===== config.mk =====
export PLATFORM = sky130hd
export DESIGN_NAME = if_id_inst_queue
export DESIGN_NICKNAME = d
export VERILOG_FILES = /design/src/rtl/if_id_inst_queue.sv
export SDC_FILE = /design/constraint.sdc
export NUM_CORES = 1
export LEC_CHECK = 0
export ABC_AREA = 1
export BUFFER_PORTS_ARGS = -buffer_cell sky130_fd_sc_hd__buf_2
export CORE_AREA = 4 4 364 258
export CTS_BUF_LIST = sky130_fd_sc_hd__clkbuf_16
export CTS_CLUSTER_DIAMETER = 200
export DETAILED_ROUTE_END_ITERATION = 8
export DIE_AREA = 0 0 368 262
export REMOVE_ABC_BUFFERS = 1
export SLEW_MARGIN = 25
export SYNTH_ARGS = -nofsm -noshare
export SYNTH_HDL_FRONTEND = slang
export SYNTH_SLANG_ARGS = --single-unit

===== constraint.sdc =====
create_clock -name clk -period 4.99 [get_ports clk]
set_input_delay 0.7485 -clock clk [delete_from_list [all_inputs] [get_ports clk]]
set_output_delay 0.7485 -clock clk [all_outputs]
set_load 0.02 [all_outputs]

===== src/rtl/if_id_inst_queue.sv =====
// Circular instruction queue between fetch and the dual-slot ID decoders.
// Accepts up to two instructions per cycle and presents the two oldest, in program order.
module if_id_inst_queue #(
    parameter int DEPTH = 8
) (
    input  logic                   clk,
    input  logic                   rst,
    input  logic                   flush,
    input  logic [1:0]             in_valid,
    input  logic [31:0]            in_inst0,
    input  logic [31:0]            in_inst1,
    input  logic [31:0]            in_pc0,
    input  logic [31:0]            in_pc1,
    output logic                   in_ready,
    output logic [1:0]             out_valid,
    output logic [31:0]            out_inst0,
    output logic [31:0]            out_inst1,
    output logic [31:0]            out_pc0,
    output logic [31:0]            out_pc1,
    input  logic [1:0]             out_accept,
    output logic [$clog2(DEPTH):0] count
);
    localparam int PW = $clog2(DEPTH);
    localparam int CW = PW + 1;

    logic [31:0]   inst_mem [DEPTH];
    logic [31:0]   pc_mem   [DEPTH];
    logic [PW-1:0] head;
    logic [PW-1:0] tail;
    logic [PW-1:0] head_p1;
    logic [PW-1:0] tail_p1;
    logic          push_fire;
    logic [CW-1:0] pushes;
    logic [CW-1:0] pops;
    logic [31:0]   wr0_inst;
    logic [31:0]   wr0_pc;

    // in_ready looks only at the registered count, so ID pops never reach it combinationally.
    always_comb begin
        in_ready     = (count <= CW'(DEPTH - 2));
        out_valid[0] = (count != '0);
        out_valid[1] = (count >= CW'(2));
        head_p1      = head + PW'(1);
        tail_p1      = tail + PW'(1);
        push_fire    = in_ready & ~flush & (|in_valid);
        pushes       = '0;
        if (push_fire) begin
            pushes = (in_valid == 2'b11) ? CW'(2) : CW'(1);
        end
        // Slot 1 may only retire alongside slot 0 to keep issue in order.
        pops = CW'(out_accept[0] & out_valid[0])
             + CW'(out_accept[1] & out_accept[0] & out_valid[1]);
        // A lone slot-1 fetch is compacted into the entry at tail.
        wr0_inst = in_valid[0] ? in_inst0 : in_inst1;
        wr0_pc   = in_valid[0] ? in_pc0   : in_pc1;
    end

    always_comb begin
        out_inst0 = '0;
        out_pc0   = '0;
        out_inst1 = '0;
        out_pc1   = '0;
        if (out_valid[0]) begin
            out_inst0 = inst_mem[head];
            out_pc0   = pc_mem[head];
        end
        if (out_valid[1]) begin
            out_inst1 = inst_mem[head_p1];
            out_pc1   = pc_mem[head_p1];
        end
    end

    // Storage is never reset; visibility is governed by count and output gating.
    always_ff @(posedge clk) begin
        if (!rst && push_fire) begin
            inst_mem[tail] <= wr0_inst;
            pc_mem[tail]   <= wr0_pc;
            if (in_valid == 2'b11) begin
                inst_mem[tail_p1] <= in_inst1;
                pc_mem[tail_p1]   <= in_pc1;
            end
        end
    end

    always_ff @(posedge clk) begin
        if (rst || flush) begin
            head  <= '0;
            tail  <= '0;
            count <= '0;
        end else begin
            head  <= head + pops[PW-1:0];
            tail  <= tail + pushes[PW-1:0];
            count <= count + pushes - pops;
        end
    end
endmodule


Word level (Yosys, flattened, before mapping):

Memories as Yosys holds them, arrays and structs flattened. A register that Yosys moved wholly into a read port is not among the register bits.
Cells that the tools add are included.

* memories: 2
* latch bits: 0
* input bits: 135
* output and inout bits: 135
* logic and storage cells: 41
* bits in writable memories: 512
* flip-flop bits (word level): 10
* ROM bits: 0

* $add $sub $neg: 7
* equal/unequal tests: 1
* reduce and logical (&&, ||, !) cells: 5
* multipliers: 0
* $lt $le $gt $ge: 2
* div/mod/pow operators: 0
* muxes and demuxes: 15
* bitwise logic cells: 6
* shifts and indexed selects: 0

Memories
* inst_mem: depth 8, width 32, rd ports 2, clocked after memory_dff 1, write ports 2, RTL line 26 `logic [31:0] inst_mem [DEPTH];`
* pc_mem: depth 8, width 32, rd ports 2, clocked after memory_dff 1, write ports 2, RTL line 27 `logic [31:0] pc_mem [DEPTH];`

Operator list (count)
* 32-bit two-way mux: 6
* 3-bit by 1-bit adder with 3-bit output (second input constant): 2
* 3-bit two-way mux: 2
* 1-bit AND: 5
* 1-bit two-way mux: 5
* 4-bit adder: 1
* 4-bit by 2-bit greater-or-equal comparator with 1-bit output (second input constant): 1
* 4-bit by 3-bit <= comparator with 1-bit output (second input constant): 1
* 2-bit two-way mux: 2
* 4-bit nonzero test: 1
* 4-bit by 2-bit subtractor with 4-bit output: 1
* 3-bit by 2-bit adder with 3-bit output: 1
* 3-bit adder: 1
* 1-bit by 1-bit adder with 2-bit output: 1
* 2-bit == test (second input constant): 1
* 2-bit OR reduction: 1
* 1-bit logical AND: 1
* 1-bit zero test: 1
* 1-bit logical OR: 1
* 1-bit NOT: 1

Longest topological paths before layout:

* depth in word-level cells: 6
* mapped depth: 16
* mapped depth without buffers: 16

Worst setup path before layout:

Ideal clock, no wire load.

* kind: register to register
* from: register count[3]
* to: memory inst_mem[0][0], enable pin
* data required time: 4.496 ns
* buffers on the path: 1
* clock period less this slack: 4.831 ns
* path slack: 0.159 ns
* arrival: 4.337 ns
* library setup time: 0.494 ns
* stages on the path, launching flop included: 9
* cells stage by stage: dfxtp_1 -> inv_1 -> ha_1 -> nand2_1 -> nand2_1 -> nand2_1 -> nand4_2 -> clkbuf_1 -> o21ai_1

RTL lines
* start: declaration: RTL line 21 `output logic [$clog2(DEPTH):0] count`
* start signal: assignment: RTL line 93 `count <= count + pushes - pops;`
* end: declaration: RTL line 26

Final worst setup path:

* from: register head[1]
* to: output out_pc1[7]

* word-level cells in the longest chain between the ends: 3

RTL lines
* start: declaration: RTL line 28 `logic [PW-1:0] head;`
* start signal: assignment: RTL line 91 `head <= head + pops[PW-1:0];`
* 3-bit by 1-bit adder with 3-bit output: RTL line 43 `head_p1 = head + PW'(1);`
* memory read 8 x 32 bit
* 32-bit two-way mux: RTL line 67 `if (out_valid[1]) begin`
* end: declaration: RTL line 19 `output logic [31:0] out_pc1,`

Every way passes these cells.

==> results.tsv <==
stage	metric	value	unit
global_route	initial antenna violation count	3	
clock_tree	CTS tree	built	
critical_path	CP max stage cell	ha_4	
clock_tree	worst skew pair latency	640	ps
clock_tree	clock buffer depth	3	
die	Core Footprint	90000	um^2
die	io pins	270	
die	die area	96400	um^2
die	row count	92	
critical_path	crit path kind	flop to primary output	
layout	layout cell share with drive strength beyond 1	0.0997	
yosys	sequential cell area fraction in the yosys report	0.434	
critical_path	Setup crit start	head[1]	
sta	Final Hold Fails	0	
pwr	Leakage	14.7	nW
global_route	grt total ovfl	0	
min_path	worst hold start	rst	
pwr	power per cell area	413	nW/um^2
routing	DR vias	34600	
sta	Worst-Margin Slew	1220	ps
global_route	Total GRT Usage	0.274	
min_path	min-delay worst type	primary input to flop	
yosys	Avg Inst Size Synth	7.71	um^2
clock_tree	clk slew on worst S/H paths	60	ps
routing	drt wl/cell	23.6	um
critical_path	CP dominant cell by count	a21oi_1	
yosys	Synth Register Bits	522	
layout	final net count	4715	
routing	Post-route DRC	0	
critical_path	CP peak stage delay	780	ps
sta	final setup violation count	0	
critical_path	CP max FO	63	
sta	Max Slew Vio Count	0	
clock_tree	total CTS buffers	57	
yosys	Warnings, synthesis	0	
critical_path	Critical Path AT	3640	ps
sta	fin crit share	0.879	
sta	Tmin final	4390	ps
routing	DRT antenna net count	0	
routing	post-DR vias/cell	5.93	
layout	Seq. cell area	15600	um^2
sta	final setup skew	12.1	ps
routing	DRT Pass-1 Iters	8	
layout	# fillers	8977	
clock_tree	TritonCTS Sinks	522	
critical_path	data required time at the worst endpoint	4240	ps
layout	Multi-input gate area	18000	um^2
clock_tree	Post-CTS Hold Fix Bufs	0	
placed_design	Placer Congestion	0.806	
global_route	largest net degree at the start of global routing	251	
sta	relative slew slack	0.189	
pwr	VDD IR max	0.000330	V
layout	post-layout util	0.439	
clock_tree	post-CTS sizing	0	
sta	RSZ-0062 raised after global routing	no	
placed_design	detailed-placement wirelength estimate	77100	um
critical_path	CP Capture Type	primary output	
run_status	status	complete, no violations	
yosys	Gate Count Post-Synth	4660	
sta	Setup TNS	0	ps
yosys	Post-Syn Area	35900	um^2
yosys	FFs w/ async S/R, synth	0	
global_route	first-pass GRT wire length	205000	um
die	chip width	368	um
clock_tree	H-tree levels	2	
sta	fmax	0.228	GHz
clock_tree	setup bufs post-CTS	0	
layout	area grow syn2layout	9.99	%
die	Initial Util	0.399	
placed_design	I/O Buffers	269	
yosys	number of synthesized flops with an enable pin	512	
critical_path	critical path startpoint category	flop	
critical_path	crit-path cells	ha_4, inv_6, buf_12, a21oi_1, o21ai_0, a21oi_1, nor2_1, buf_2	
die	Die H	262	um
flow_run	MaxCap Viol Count	0	
critical_path	worst reg2reg startpoint	tail[0]	
routing	Total Wirelength	138000	um
yosys	Distinct cells, synth	30	
yosys	ys flop type	edfxtp_1	
routing	Initial DRC Count	4182	
clock_tree	clock root buffer	clkbuf_16	
global_route	vias in the first global route	31700	
[final timing paths]
| kind | slack (ps) | to | cells after the start |
|---|---|---|---|
| hold reg to reg | 630 | tail[2] | 2 |
| setup / recovery | 600 | out_pc1[7] | 8 |
| hold / removal | 400 | count[3] | 4 |
| setup reg to reg | 1240 | pc_mem[1][29] | 6 |
[cell usage after synthesis (2+ instances only)]
cell type | n | share of area
nand2_1 | 781 | 0.082
nor2_1 | 711 | 0.074
nand3_1 | 648 | 0.090
edfxtp_1 | 512 | 0.43
o21bai_1 | 512 | 0.11
o21ai_0 | 468 | 0.065
clkbuf_1 | 231 | 0.024
buf_2 | 190 | 0.026
a21oi_1 | 137 | 0.019
o21ai_1 | 116 | 0.016
inv_1 | 91 | 0.0095
mux2i_1 | 64 | 0.018
o211ai_1 | 64 | 0.013
buf_1 | 63 | 0.0066
buf_4 | 15 | 0.0031
inv_2 | 14 | 0.0015
ha_1 | 11 | 0.0038
dfxtp_1 | 10 | 0.0056
fa_1 | 4 | 0.0022
nand3_2 | 4 | 0.0011
xnor2_1 | 3 | 0.00073
nor2_2 | 2 | 0.00035
o21a_1 | 2 | 0.00042
[critical path, delay by kind of cell (launching register included)]
family,cells,cell delay (ps)
adders and majority gates,1,780
AOI/OAI and AO/OA,3,620
and+or+nand+nor,1,140
buffers and inverters,3,940
DFF,1,470
[layout make-up]
type	instances	area share
Multi-Input combinational cell	3533	0.455
Sequential cell	522	0.394
Timing Repair Buffer	345	0.0567
Tap cell	1222	0.0387
Clock buffer	59	0.0374
Inverter	106	0.0108
Clock inverter	47	0.00713
Antenna cell	2	0.000127
[flip-flops by register name, summed over array words and instances (netlist names)]
register / count
inst_mem: 256
pc_mem: 256
tail: 3
head: 3
count: 4
[per-layer routing]
metal | wire, um | global-route usage | up-vias
li1 | - | - | 15900
met1 | 59400 | 0.398 | 16600
met2 | 60100 | 0.425 | 1921
met3 | 14800 | 0.0473 | 198
met4 | 3200 | 0.0729 | 2
met5 | 13 | 0 | -
[stage by stage]
step                instances  setup slack (ps)  hold slack (ps)  total power, mW  area (um^2)
detailed placement       5728              1250              622             12.2        37700
global placement         5726              1320              616             12.1        37700
global route             5835               495              428             17.2        39500
finish                   5836               605              402             16.3        39500
floorplan                4161            -16630              569             9.54        33800
CTS                      5834               650              381             16.3        39500
[report_power, final]
group / internal (mW) / leakage (nW) / total (mW) / switching (mW)
clock network: 2.27 / 0.903 / 4.15 / 1.88
logic: 1.95 / 9.14 / 7.11 / 5.15
registers: 4.97 / 4.70 / 5.06 / 0.0883
total: 9.20 / 14.7 / 16.3 / 7.12
[kinds of logic (layout without fill, tap and decap cells)]
| family | Yosys count | count (layout) | synth area share |
|---|---|---|---|
| other | 0 | 2 | 0 |
| xor gates and xnor gates | 4 | 4 | 0.000975 |
| DFF | 522 | 522 | 0.434 |
| buffers and inverters | 605 | 557 | 0.0714 |
| adders and majority gates | 15 | 15 | 0.00606 |
| muxes | 64 | 64 | 0.0178 |
| AOI/OAI and AO/OA | 1300 | 1300 | 0.221 |
| and+or+nand+nor | 2150 | 2150 | 0.249 |
[cells in the final DEF (no fill, tap or decap), types with 102 or more instances in the layout]
cell type,count
o21ai_0,468
buf_2,268
inv_1,102
edfxtp_1,512
a21oi_1,137
nand3_1,648
nand2_1,776
o21bai_1,512
nor2_1,711
o21ai_1,108
Power figures use the tool's default switching activity.
